===== config.mk =====
export PLATFORM = sky130hd
export DESIGN_NAME = decade_counter_up
export DESIGN_NICKNAME = d
export VERILOG_FILES = /design/src/rtl/decade_pkg.sv /design/src/rtl/bcd_digit_up.sv /design/src/rtl/decade_counter_up.sv
export SDC_FILE = /design/constraint.sdc
export NUM_CORES = 1
export LEC_CHECK = 0
export CORE_UTILIZATION = 45
export CTS_CLUSTER_SIZE = 24
export DETAILED_ROUTE_END_ITERATION = 7
export PLACE_DENSITY = 0.76
export SYNTH_ARGS = -nofsm -noshare
export SYNTH_HDL_FRONTEND = slang
export SYNTH_SLANG_ARGS = --single-unit

===== constraint.sdc =====
create_clock -name clk -period 4.1 [get_ports clk]
set_input_delay 0.41 -clock clk [delete_from_list [all_inputs] [get_ports clk]]
set_output_delay 0.41 -clock clk [all_outputs]
set_load 0.05 [all_outputs]

===== src/rtl/decade_pkg.sv =====
// Shared constants and helpers for the BCD decade counters.
package decade_pkg;

    localparam int         BCD_W    = 4;
    localparam logic [3:0] BCD_MAX  = 4'd9;
    localparam logic [3:0] BCD_ZERO = 4'd0;

    // True when a digit sits at the top of its decade (illegal codes excluded).
    function automatic logic is_bcd_max(input logic [BCD_W-1:0] digit);
        return (digit == BCD_MAX);
    endfunction

    // Next value of a stepping digit: 9 and any illegal code 10..15 fold to 0.
    function automatic logic [BCD_W-1:0] bcd_inc(input logic [BCD_W-1:0] digit);
        logic [BCD_W-1:0] nxt;
        if (digit >= BCD_MAX) begin
            nxt = BCD_ZERO;
        end else begin
            nxt = digit + 4'd1;
        end
        return nxt;
    endfunction

endpackage


===== src/rtl/bcd_digit_up.sv =====
// One BCD decade cell of the up counter. Updates on the falling clock edge;
// load has priority over step. is9 flags a legal 9 for the carry chain.
module bcd_digit_up
    import decade_pkg::*;
(
    input  logic             clk,
    input  logic             reset,
    input  logic             step,
    input  logic             load,
    input  logic [BCD_W-1:0] ld_digit,
    output logic [BCD_W-1:0] digit,
    output logic             is9
);

    logic [BCD_W-1:0] digit_r;

    // Digit register: async clear, then load, then step, else hold.
    always_ff @(negedge clk or negedge reset) begin
        if (!reset) begin
            digit_r <= BCD_ZERO;
        end else if (load) begin
            digit_r <= ld_digit;
        end else if (step) begin
            digit_r <= bcd_inc(digit_r);
        end else begin
            digit_r <= digit_r;
        end
    end

    assign digit = digit_r;
    assign is9   = is_bcd_max(digit_r);

endmodule


===== src/rtl/decade_counter_up.sv =====
// Multi-digit BCD decade up counter built from bcd_digit_up cells.
// Optional build macro: DECADE_UP_SAT_EN -- when defined the counter saturates
// at all-9s (out holds, ovf sets, carry_out stays low) instead of wrapping.
module decade_counter_up
    import decade_pkg::*;
#(
    parameter int DIGITS = 4
) (
    input  logic                      clk,
    input  logic                      reset,
    input  logic                      en,
    input  logic                      load,
    input  logic [BCD_W*DIGITS-1:0]   load_val,
    output logic [BCD_W*DIGITS-1:0]   out,
    output logic                      tc,
    output logic                      carry_out,
    output logic                      ovf
);

    logic [DIGITS-1:0] is9_s;
    logic [DIGITS-1:0] low9_s;
    logic [DIGITS-1:0] step_s;
    logic              tc_s;
    logic              count_s;
    logic              ovf_r;

    // Prefix AND of the is9 flags: low9_s[k] is high when digits 0..k-1 are all 9.
    always_comb begin
        logic acc;
        acc    = 1'b1;
        low9_s = '0;
        for (int k = 0; k < DIGITS; k++) begin
            low9_s[k] = acc;
            acc       = acc & is9_s[k];
        end
        tc_s = acc;
    end

`ifdef DECADE_UP_SAT_EN
    // Saturating build: no digit moves once the whole counter reads all-9s.
    assign count_s = en & ~tc_s;
`else
    assign count_s = en;
`endif

    assign step_s = {DIGITS{count_s}} & low9_s;

    genvar g;
    generate
        for (g = 0; g < DIGITS; g++) begin : g_digit
            bcd_digit_up u_digit (
                .clk      (clk),
                .reset    (reset),
                .step     (step_s[g]),
                .load     (load),
                .ld_digit (load_val[BCD_W*g +: BCD_W]),
                .digit    (out[BCD_W*g +: BCD_W]),
                .is9      (is9_s[g])
            );
        end
    endgenerate

    // Sticky overflow: cleared by reset or load, set by an enabled count at all-9s.
    always_ff @(negedge clk or negedge reset) begin
        if (!reset) begin
            ovf_r <= 1'b0;
        end else if (load) begin
            ovf_r <= 1'b0;
        end else if (en && tc_s) begin
            ovf_r <= 1'b1;
        end else begin
            ovf_r <= ovf_r;
        end
    end

    assign ovf = ovf_r;
    assign tc  = tc_s;

`ifdef DECADE_UP_SAT_EN
    assign carry_out = 1'b0;
`else
    assign carry_out = en & tc_s & ~load;
`endif

endmodule

==> out/qor.txt <==
======================================================================================
Placeable Area                                                                2520 um2
Relative slew margins                                                            64.4%
Static leakage power                                                       0.000891 uW
Wire length of the first global-routing pass                                   5090 um
Vias in the first global route                                                   1,211
Number of maximum-capacitance violations                                             0
Power share of the combinational group                                           45.2%
WL/cell                                                                        14.3 um
Cell class contributing the biggest share of worst-path delay             simple AND/OR/NAND/NOR gates
Count of H-tree levels built during CTS                                              1
Clock insertion delay at the later pin of the skew report                      0.30 ns
X dimension of the die                                                         54.3 um
Average footprint of a synthesized cell                                       8.86 um2
IO Count                                                                            39
Prevailing post-synth register cell                                       sky130_fd_sc_hd__dfrtn_1
Power share of the sequential group                                              37.1%
Weighted congestion reported at the end of routability-driven placement          0.821
Sw Share                                                                         40.5%
Transition time at the pin with the least slew margin                         0.529 ns
Synth warnings                                                                       0
Mapped Cells                                                                       139
Die extent in y                                                                54.3 um
Die footprint                                                                 2950 um2
RSZ-0062 raised after global routing                                              true
Worst R2R Setup Slack                                                          2.27 ns
DP Wirelength                                                                  2350 um
Fin. max-slew vios                                                                   0
RR Endpoint                                                               g_digit[2].u_digit.digit[2]
Root buffer selected by CTS                                               sky130_fd_sc_hd__clkbuf_4
Outcome                                                                   complete, but fails checks
Data required time at the worst endpoint                                       3.69 ns
FFs w/ async S/R, synth                                                           100%
Worst hold path startpoint                                                         ovf
Path category of the worst min-delay check                                register to register
Number of failing setup endpoints in the final timing report                         2
Reg2reg start                                                             g_digit[2].u_digit.digit[1]
Endpoint type of the worst setup path                                       output pin
Largest cells by area after synthesis                                     sky130_fd_sc_hd__dfrtn_1 35%, sky130_fd_sc_hd__ha_1 12%, sky130_fd_sc_hd__o21ai_0 5.3%
Final Hold Violating Endpoints                                                       0
Number of antenna violations at the first check in global routing                    0
Net count reported at finish                                                       234
Portion of total power attributed to the clock network                           17.7%
Area of the mapped netlist                                                    1230 um2
DRC violations left                                                                  0
Classification of the worst setup path                                    register to output pin
Reg area                                                                       425 um2
Overall overflow remaining after global route                                        0
# port buffers                                                                      38
Internal cell power                                                             327 uW
Pre-CTS setup slack                                                          0.0391 ns
Maximum number of pins on one net before global-route repair                        18
Number of sinks handled by clock tree synthesis                                     17
Cell area power density                                                     292 nW/um2
Largest vdd supply drop                                                         247 uV
Total CTS buffers                                                                    3
Fraction of final layout cells sized beyond drive strength 1                     28.9%
Via density per instance                                                          5.54
Aggregate negative setup slack                                               -0.114 ns
Via Count                                                                        1,280
Cells on Worst Hold Path                                                             1
Max clock buf depth                                                                  2
Most frequent cells after synthesis                                       17 x sky130_fd_sc_hd__dfrtn_1, 16 x sky130_fd_sc_hd__inv_1, 13 x sky130_fd_sc_hd__nand2_1, 13 x sky130_fd_sc_hd__o21ai_0, 12 x sky130_fd_sc_hd__ha_1
Effective utilization at floorplan                                               48.8%
Clock-pin slew on the worst setup and hold paths                               0.08 ns
Area taken by multi-input logic gates                                          759 um2
Endpoint, Worst Hold                                                               ovf
Setup skew after layout                                                     0.00437 ns
Count of cells along the worst register-to-register path                             8
Cell with the most instances after synthesis                              sky130_fd_sc_hd__dfrtn_1
Worst-path fanout max                                                                3
Worst Path Buf+Inv                                                                   2
Cells traversed along the worst timing path                               ha_4, and3b_2, nand4_1, buf_6, nor4_4, buf_12
Number of nets produced by synthesis                                               171
Total net switching power                                                       223 uW
Worst Setup Start Kind                                                        register
Worst stage delay on the critical path                                         0.46 ns
TritonCTS clock tree                                                             built
Final setup slack of the worst path                                         -0.0662 ns
Violations in the final reports                                           negative setup slack
Number of synthesized register bits                                                 17
Critical path arrival                                                          3.76 ns
Power after layout                                                              550 uW
Top cell type by total area after synthesis                               sky130_fd_sc_hd__dfrtn_1
Critical-path cell with the highest stage delay                           sky130_fd_sc_hd__dfrtn_1
Post-route worst hold slack                                                   0.462 ns
Top cell type's share of synthesized area                                        34.6%
Number of rows in the core area                                                     18
Number of inserted diodes                                                            0
Drt first-iter violations                                                           13
Global Route Usage Sum                                                           24.2%
Relative area change from synthesis to final layout                              52.7%
Number of filler instances in the final layout                                     185
Number of nets with antenna violations after routing                                 0
Share of the yosys chip area belonging to registers                              34.6%
Number of distinct library cells after synthesis                                    44
First-pass detailed-route iteration total                                            4
Post-detailed-routing wire length                                              3300 um
Number of synthesized flops with an enable pin                                       0
======================================================================================
-- power groups by stage --
stage | logic [uW] | registers, uW | clock network [uW]
2_1_floorplan | 73.6 | 276 | 0
3_3_place_gp | 228 | 206 | 0
3_5_place_dp | 233 | 208 | 0
4_1_cts | 246 | 203 | 100
5_1_grt | 267 | 206 | 106
6_report | 248 | 204 | 97.2
-- timing repair --
item,CTS,global route
resized for setup,12,2
buffers inserted,9,1
pin swaps,4,1
endpoints found under the setup margin,2,3
hold buffers,0,0
-- cell type report --
class	count	share of cell area, %
Multi-Input combinational cell	100	40.4
Tap cell	30	2.00
Clock buffer	4	1.40
Timing Repair Buffer	64	30.4
Sequential cell	17	22.6
Inverter	16	3.19
-- cells in the final DEF, fill, tap and decap left out, types with 2 or more instances in the layout --
| cell type | count |
|---|---|
| sky130_fd_sc_hd__buf_4 | 36 |
| sky130_fd_sc_hd__clkdlybuf4s50_1 | 22 |
| sky130_fd_sc_hd__dfrtn_1 | 17 |
| sky130_fd_sc_hd__inv_1 | 13 |
| sky130_fd_sc_hd__o21ai_0 | 13 |
| sky130_fd_sc_hd__nand2_1 | 12 |
| sky130_fd_sc_hd__a21oi_1 | 9 |
| sky130_fd_sc_hd__ha_1 | 9 |
| sky130_fd_sc_hd__nor2_1 | 8 |
| sky130_fd_sc_hd__nand2b_1 | 4 |
| sky130_fd_sc_hd__nand3_1 | 4 |
| sky130_fd_sc_hd__inv_2 | 3 |
| sky130_fd_sc_hd__nand3b_1 | 3 |
| sky130_fd_sc_hd__clkbuf_4 | 3 |
| sky130_fd_sc_hd__nand4_1 | 2 |
| sky130_fd_sc_hd__o31ai_1 | 2 |
| sky130_fd_sc_hd__a31oi_1 | 2 |
| sky130_fd_sc_hd__a32oi_1 | 2 |
| sky130_fd_sc_hd__ha_2 | 2 |
| sky130_fd_sc_hd__dlygate4sd2_1 | 2 |
| sky130_fd_sc_hd__buf_12 | 2 |
-- worst max-delay path by stage --
| stage | from | end | cells past startpoint |
|---|---|---|---|
| 3_5_place_dp | g_digit[0].u_digit.digit[1] | carry_out | 7 |
| 5_1_grt | g_digit[2].u_digit.digit[0] | tc | 6 |
| 6_report | g_digit[2].u_digit.digit[0] | tc | 6 |
| 3_3_place_gp | g_digit[2].u_digit.digit[0] | carry_out | 5 |
| 4_1_cts | g_digit[2].u_digit.digit[0] | tc | 6 |
| 2_1_floorplan | g_digit[2].u_digit.digit[0] | tc | 4 |
-- per-stage QoR --
stage | instance area, um2 | std cells | util (%)
6_report | 1880 | 231 | 74.6
5_1_grt | 1880 | 231 | 74.6
4_1_cts | 1860 | 230 | 73.8
3_5_place_dp | 1760 | 218 | 69.6
3_3_place_gp | 1760 | 218 | 69.6
2_1_floorplan | 1260 | 139 | -
-- cells by family after synthesis --
| family | share of synthesized area [%] |
|---|---|
| buffers and inverters | 8.03 |
| flip-flops | 34.6 |
| adder cells (fa/ha/maj) | 12.2 |
| AND/OR/NAND/NOR | 20.5 |
| multiplexers | 0.813 |
| AO/OA/AOI/OAI | 23.9 |
-- worst register-to-register path, delay by kind of cell, from the launching register on --
kind | cells | cell delay [ns]
simple gates | 2 | 0.48
compound gates | 2 | 0.48
flops | 1 | 0.44
buf+inv | 3 | 0.30
fa+ha+maj | 1 | 0.15
-- sequential cells by signal, summed over array words and instances, names as in the netlist --
register               flops
g_digit.u_digit.digit     16
ovf                        1
-- per-layer routing --
metal  wire (um)  GRT usage, %  vias up
met5           0             0        -
met4          42          10.3        0
met3         149          3.33        6
met2        1760          47.2       36
met1        1350          25.2      619
li1            -             -      619
(Power assumes the default switching activity.)
